[config.mk]
export PLATFORM = sky130hd
export DESIGN_NAME = bbox_sweep_ctrl
export DESIGN_NICKNAME = d
export VERILOG_FILES = /design/src/rtl/data_structs.sv /design/src/rtl/isect_tag_pipe.sv /design/src/rtl/bbox_sweep_ctrl.sv
export SDC_FILE = /design/constraint.sdc
export NUM_CORES = 1
export LEC_CHECK = 0
export CORE_AREA = 2 2 289 291
export DETAILED_ROUTE_END_ITERATION = 6
export DIE_AREA = 0 0 291 293
export SYNTH_ARGS = -nofsm -noshare
export SYNTH_HDL_FRONTEND = slang
export SYNTH_HIERARCHICAL = 1
export SYNTH_SLANG_ARGS = --single-unit
export TNS_END_PERCENT = 100
[constraint.sdc]
create_clock -name sysclk -period 4.12 [get_ports sysclk]
set_input_delay 0.618 -clock sysclk [delete_from_list [all_inputs] [get_ports sysclk]]
set_output_delay 0.618 -clock sysclk [all_outputs]
set_load 0.005 [all_outputs]
[src/rtl/data_structs.sv]
// ---------------------------------------------------------------------------
// data_structs
// Shared geometry types for the ray / box datapath. The sweep controller uses:
//   vec2, vec3, bbox    - packed 24-bit signed coordinate records
//   vec3_default        - value of a latched ray after reset
//   range_default       - "empty" range reported when nothing was hit
//   INFINITY_24 / NEGATIVE_INFINITY_24 - 24-bit range sentinels
//   sweep_state_e       - bbox_sweep_ctrl sequencer states
//   range_nearer()      - nearest-entry comparison used by the reduction
// ---------------------------------------------------------------------------
package data_structs;

    localparam logic signed [23:0] INFINITY_24          = 24'sh7FFFFF;
    localparam logic signed [23:0] NEGATIVE_INFINITY_24 = 24'sh800000;

    typedef struct packed {
        logic signed [23:0] x;
        logic signed [23:0] y;
    } vec2;

    typedef struct packed {
        logic signed [23:0] x;
        logic signed [23:0] y;
        logic signed [23:0] z;
    } vec3;

    typedef struct packed {
        vec3 bmin;
        vec3 bmax;
    } bbox;

    localparam vec3 vec3_default  = '0;
    // Entry at +inf and exit at -inf: an empty interval.
    localparam vec2 range_default = '{x: INFINITY_24, y: NEGATIVE_INFINITY_24};

    typedef enum logic [1:0] {
        IDLE  = 2'd0,
        ISSUE = 2'd1,
        DRAIN = 2'd2,
        DONE  = 2'd3
    } sweep_state_e;

    // Strictly nearer entry point; equal entries keep the incumbent so the
    // lowest index wins when results arrive in index order.
    function automatic logic range_nearer(input vec2 cand, input vec2 best);
        return $signed(cand.x) < $signed(best.x);
    endfunction

endpackage

[src/rtl/isect_tag_pipe.sv]
// ---------------------------------------------------------------------------
// isect_tag_pipe
// Fixed-depth shift register carrying {valid, tag} alongside a datapath of
// equal latency, so the tag pops out in the same cycle as the result it
// belongs to.
// Ports:
//   i_clk    clock
//   i_clr    synchronous clear, active-high (empties every stage)
//   i_vld    valid bit entering stage 0
//   i_tag    tag entering stage 0
//   o_vld    valid bit leaving the last stage
//   o_tag    tag leaving the last stage
// ---------------------------------------------------------------------------
module isect_tag_pipe #(
    parameter int DEPTH = 4,
    parameter int WIDTH = 4
) (
    input  logic             i_clk,
    input  logic             i_clr,
    input  logic             i_vld,
    input  logic [WIDTH-1:0] i_tag,
    output logic             o_vld,
    output logic [WIDTH-1:0] o_tag
);

    logic [DEPTH-1:0] r_vld;
    logic [WIDTH-1:0] r_tag [DEPTH];

    always_ff @(posedge i_clk) begin
        if (i_clr) begin
            r_vld <= '0;
            for (int i = 0; i < DEPTH; i++) begin
                r_tag[i] <= '0;
            end
        end else begin
            r_vld[0] <= i_vld;
            r_tag[0] <= i_tag;
            for (int i = 1; i < DEPTH; i++) begin
                r_vld[i] <= r_vld[i-1];
                r_tag[i] <= r_tag[i-1];
            end
        end
    end

    assign o_vld = r_vld[DEPTH-1];
    assign o_tag = r_tag[DEPTH-1];

endmodule

[src/rtl/bbox_sweep_ctrl.sv]
// ---------------------------------------------------------------------------
// bbox_sweep_ctrl
// Sweeps one ray across NUM_BOXES boxes through a shared intersect unit, one
// box per cycle, and reports the nearest hit (smallest entry distance,
// lowest index on ties).
// Ports:
//   sysclk, rst_n            clock, synchronous active-low reset
//   ray_valid/ray_ready      ray handshake; ray_orig, inv_ray_dir payload
//   box_rd_en/box_rd_idx     box-table read; box_rd_data returns next cycle
//   isect_valid, isect_*     intersect unit issue stream
//   isect_hit, isect_range   intersect result, ISECT_LAT cycles after issue
//   result_valid/ready       result handshake
//   result_hit/idx/range     nearest hit (or range_default when none)
// ---------------------------------------------------------------------------
module bbox_sweep_ctrl
    import data_structs::*;
#(
    parameter int NUM_BOXES = 16,
    parameter int IDX_W     = (NUM_BOXES > 1) ? $clog2(NUM_BOXES) : 1,
    parameter int ISECT_LAT = 4
) (
    input  logic             sysclk,
    input  logic             rst_n,

    input  logic             ray_valid,
    output logic             ray_ready,
    input  vec3              ray_orig,
    input  vec3              inv_ray_dir,

    output logic             box_rd_en,
    output logic [IDX_W-1:0] box_rd_idx,
    input  bbox              box_rd_data,

    output logic             isect_valid,
    output vec3              isect_ray_orig,
    output vec3              isect_inv_dir,
    output bbox              isect_box,
    output vec2              isect_prev_range,
    input  logic             isect_hit,
    input  vec2              isect_range,

    output logic             result_valid,
    input  logic             result_ready,
    output logic             result_hit,
    output logic [IDX_W-1:0] result_idx,
    output vec2              result_range
);

    localparam logic [IDX_W-1:0] LAST_IDX = IDX_W'(NUM_BOXES - 1);

    sweep_state_e     r_state;
    logic [IDX_W-1:0] r_rd_cnt;
    logic             r_isect_vld;
    logic [IDX_W-1:0] r_isect_idx;
    vec3              r_ray_orig;
    vec3              r_inv_dir;
    logic             r_best_vld;
    logic [IDX_W-1:0] r_best_idx;
    vec2              r_best_range;

    logic             w_tag_clr;
    logic             w_tag_vld;
    logic [IDX_W-1:0] w_tag_idx;
    logic             w_sweeping;
    logic             w_take;
    logic             w_last_back;

    assign w_tag_clr = ~rst_n;

    // The tag pipe mirrors the intersect unit's latency; a result is only
    // trusted when a valid tag emerges with it.
    isect_tag_pipe #(
        .DEPTH (ISECT_LAT),
        .WIDTH (IDX_W)
    ) u_tag_pipe (
        .i_clk (sysclk),
        .i_clr (w_tag_clr),
        .i_vld (r_isect_vld),
        .i_tag (r_isect_idx),
        .o_vld (w_tag_vld),
        .o_tag (w_tag_idx)
    );

    assign w_sweeping  = (r_state == ISSUE) || (r_state == DRAIN);
    assign w_take      = w_sweeping && w_tag_vld && isect_hit &&
                         (!r_best_vld || range_nearer(isect_range, r_best_range));
    // Results return in index order, so the last index leaving the pipe
    // means everything issued has been reduced.
    assign w_last_back = w_tag_vld && (w_tag_idx == LAST_IDX);

    always_ff @(posedge sysclk) begin
        if (!rst_n) begin
            r_state      <= IDLE;
            r_rd_cnt     <= '0;
            r_isect_vld  <= 1'b0;
            r_isect_idx  <= '0;
            r_ray_orig   <= vec3_default;
            r_inv_dir    <= vec3_default;
            r_best_vld   <= 1'b0;
            r_best_idx   <= '0;
            r_best_range <= range_default;
        end else begin
            // Box data arrives one cycle after the read, so the issue strobe
            // and its index trail the read by one register.
            r_isect_vld <= (r_state == ISSUE);
            r_isect_idx <= r_rd_cnt;

            if (w_take) begin
                r_best_vld   <= 1'b1;
                r_best_idx   <= w_tag_idx;
                r_best_range <= isect_range;
            end

            case (r_state)
                IDLE: begin
                    if (ray_valid) begin
                        r_ray_orig   <= ray_orig;
                        r_inv_dir    <= inv_ray_dir;
                        r_best_vld   <= 1'b0;
                        r_best_idx   <= '0;
                        r_best_range <= range_default;
                        r_rd_cnt     <= '0;
                        r_state      <= ISSUE;
                    end
                end
                ISSUE: begin
                    if (r_rd_cnt == LAST_IDX) begin
                        r_rd_cnt <= '0;
                        r_state  <= DRAIN;
                    end else begin
                        r_rd_cnt <= r_rd_cnt + 1'b1;
                    end
                end
                DRAIN: begin
                    if (w_last_back) begin
                        r_state <= DONE;
                    end
                end
                DONE: begin
                    if (result_ready) begin
                        r_state <= IDLE;
                    end
                end
                default: r_state <= IDLE;
            endcase
        end
    end

    assign ray_ready        = (r_state == IDLE);
    assign box_rd_en        = (r_state == ISSUE);
    assign box_rd_idx       = r_rd_cnt;

    assign isect_valid      = r_isect_vld;
    assign isect_ray_orig   = r_ray_orig;
    assign isect_inv_dir    = r_inv_dir;
    assign isect_box        = box_rd_data;
    assign isect_prev_range = '{x: NEGATIVE_INFINITY_24, y: INFINITY_24};

    assign result_valid     = (r_state == DONE);
    assign result_hit       = r_best_vld;
    assign result_idx       = r_best_idx;
    assign result_range     = r_best_range;

endmodule

==> results.tsv <==
stage	metric	value	unit
power	seqPwrFrac	37.6	%
sta	min_period_over_period	69.17	%
setup_path	cp_slowest_cell	o31a_2	
grt	track_usage	8.059	%
power	swShare	30.62	%
setup_path	worstSetupPathType	in2reg	
setup_path	startpoint_type	input pin	
cts	insertion_delay	0.58	ns
cts	cts_sinks	228	
cts	cts-buffers-inserted	29	
detailed_routing	avgRoutedWirePerCell	14.24	µm
floorplan	coreArea	0.08185	mm²
place	placed_cells	2505	
sta	relSlewSlack	53.96	%
detailed_routing	num_vias	8789	
sta	setup_viol	0	
cts	cts.repair.resized	0	
sta	fin_setup_tns	0	ns
synth	synth.distinct_cells	46	
setup_path	reg2reg_depth	9	
min_path	holdPathStages	1	
finish	antennaDiodeCount	0	
setup_path	crit_cells	9	
place	place_congestion	0.7955	
detailed_routing	wl	36430	µm
power	power_density	469.6	mW/mm²
cts	htreeDepth	1	
grt	gr-usage-met3	5.219	%
power	leakagePower	0.005470	µW
setup_path	crit_arrival	3.33	ns
setup_path	cp-end-kind	flop	
detailed_routing	drc_errors	0	
power	p_sw	2159	µW
grt	busiest_layer	met2	
floorplan	initial_core_util	12.32	%
setup_path	path_cells	clkdlybuf4s50_1, ha_1, and4_4, nand2_1, nor3_1, o31a_2, buf_4, o21ai_0, a21oi_1	
sta	grt_setup_unrepaired	no	
finish	layout.cells.non_filler	2558	
synth	synth-seq-area-share	45.28	%
cts	tritoncts	yes	
grt	grt_max_degree	96	
synth	synthesis.area	0.01008	mm²
setup_path	critPathMaxFanout	35	
synth	synth_top_area_share	45.28	%
cts	hold_buffers	0	
sta	finalHoldViolations	0	
sta	fin_crit	2.850	ns
detailed_routing	dr.pass1.iters	4	
synth	synthTopCellsByArea	dfxtp_1, buf_4, nand2_1	
sta	tightest_slew	0.6906	ns
synth	synth_common_cells	nand2_1, dfxtp_1, buf_4	
setup_path	critical_path_required	4.60	ns
synth	synth.most_common_cell	nand2_1	
cts	clk_pin_slew	0.06	ns
sta	fin_skew	0.03000	ns
cts	cts_setup_buffers	0	
synth	netlist_instances	1235	
place	port_buffers	401	
floorplan	num_rows	105	
sta	slew_viol_final	0	
sta	fmax	0.3509	GHz
finish	layout-drive-gt1-share	6.788	%
cts	cts_buffer_depth	3	
floorplan	die_h	293	µm
grt	grt-ovfl-total	0	
floorplan	die_w	291	µm
run_status	outcome	finished clean	
grt	grt_pass1_vias	8652	
synth	ys.flop_type	dfxtp_1	
job	drv_cap	0	
grt	grt_pass1_wl	53320	µm
floorplan	dieArea	0.08526	mm²
place	hpwl	26810	µm
synth	yosys.area.top_type	dfxtp_1	
finish	area_delta_synth_final	48.95	%
detailed_routing	first_iter_violations	344	
setup_path	crit_buf_inv	2	
setup_path	crit_family	compound AO/OA/AOI/OAI gates	
setup_path	critPathMaxStageDelay	0.67	ns
detailed_routing	via_per_inst	3.436	
cts	cts_root_buf	clkbuf_16	
power	ir_drop	0.2854	mV
finish	fin_nets	1835	
power	clkPwrFrac	35.4	%
floorplan	io_pins	738	
grt	grtUsageMet2	12.03	%
min_path	hp-class	reg2reg	
synth	ys.warnings.count	6	
power	combPwrFrac	27.0	%
synth	synth-edff-count	0	
synth	ys_ff_latch	228	
synth	async_flop_share	0	%
detailed_routing	drtAntennaViolNets	0	
power	p_int	4892	µW
grt	grt_antenna_before_repair	3	
synth	avgSynthCellArea	8.163	µm²
grt	met1_usage	9.074	%
==> layout by cell type, fill, tap and decap left out, types with 2 or more instances in the layout <==
cell type	netlist	routed
clkdlybuf4s50_1	0	401
nand2_1	295	294
dfxtp_1	228	228
a21oi_1	179	179
nand3_1	81	81
o21ai_0	57	57
conb_1	2	48
clkbuf_16	0	29
inv_1	28	28
ha_1	28	28
nor2b_2	16	16
buf_4	192	14
nor2_1	7	7
clkbuf_1	47	7
clkbuf_8	0	7
buf_12	0	5
a21o_1	4	4
and2_1	5	4
clkinv_2	0	4
nor2b_4	4	4
nand4_1	3	3
clkinvlp_4	0	3
inv_6	0	2
a22oi_1	2	2
nand2b_1	2	2
a211oi_1	2	2
and3_2	2	2
nor3_1	2	2
mux2i_1	2	2
==> cell type report <==
| type | instances | area [µm²] |
|---|---|---|
| Tap cell | 1070 | 1339 |
| Fill cell | 9218 | 66830 |
| Clock buffer | 43 | 848.3 |
| Sequential cell | 228 | 4564 |
| Clock inverter | 10 | 90.09 |
| Multi-Input combinational cell | 758 | 3841 |
| Inverter | 29 | 113.9 |
| Timing Repair Buffer | 420 | 4219 |
==> through the flow <==
| step | setup slack (ns) | instance area (µm²) | util, % | hold WS, ns | power [µW] |
|---|---|---|---|---|---|
| floorplan | 1.854 | 10250 | - | 0.4148 | 3628 |
| global placement | 0.7242 | 14080 | 17.20 | 0.4185 | 4626 |
| detailed placement | 0.7080 | 14080 | 17.20 | 0.4233 | 4638 |
| CTS | 1.293 | 15020 | 18.35 | 0.4341 | 7248 |
| global route | 1.110 | 15020 | 18.35 | 0.4455 | 7533 |
| finish | 1.270 | 15020 | 18.35 | 0.4312 | 7051 |
==> cell families (layout without fill, tap and decap cells) <==
logic type | count (synthesis) | in the layout | share of synthesized area (%)
buffers and inverters | 295 | 502 | 18.58
AOI/OAI and AO/OA | 254 | 254 | 13.50
other | 2 | 48 | 0.07450
muxes | 2 | 2 | 0.1986
and+or+nand+nor | 426 | 426 | 18.89
adders and majority gates | 28 | 28 | 3.475
DFF | 228 | 228 | 45.28
==> metal layers <==
metal | wire length [µm] | vias up
li1 | - | 4261
met1 | 14350 | 3936
met2 | 15490 | 496
met3 | 5113 | 92
met4 | 1441 | 4
met5 | 41 | -
==> power groups by stage <==
stage / clock network [µW] / logic, µW / registers [µW]
2_1_floorplan: 0 / 928 / 2700
5_1_grt: 2720 / 2120 / 2680
6_report: 2500 / 1900 / 2650
3_5_place_dp: 0 / 1940 / 2690
4_1_cts: 2650 / 1950 / 2650
3_3_place_gp: 0 / 1940 / 2680
==> registers in the layout, summed over array words and instances, names as in the netlist, 2 cells and up <==
register	cells
isect_ray_orig	72
box_rd_idx	4
r_state	2
result_idx	4
u_tag_pipe/r_tag	16
isect_inv_dir	72
u_tag_pipe/r_vld	4
r_isect_idx	4
result_range	48
==> final timing paths <==
check / end / startpoint / slack (ns)
min: u_tag_pipe/r_tag[2][0] / u_tag_pipe/r_tag[1][0] / 0.43
min reg2reg: u_tag_pipe/r_tag[2][0] / u_tag_pipe/r_tag[1][0] / 0.43
max: result_idx[1] / isect_range[47] / 1.27
max reg2reg: result_idx[1] / result_range[47] / 1.32
Note: power is estimated with default switching activity, not from simulation.
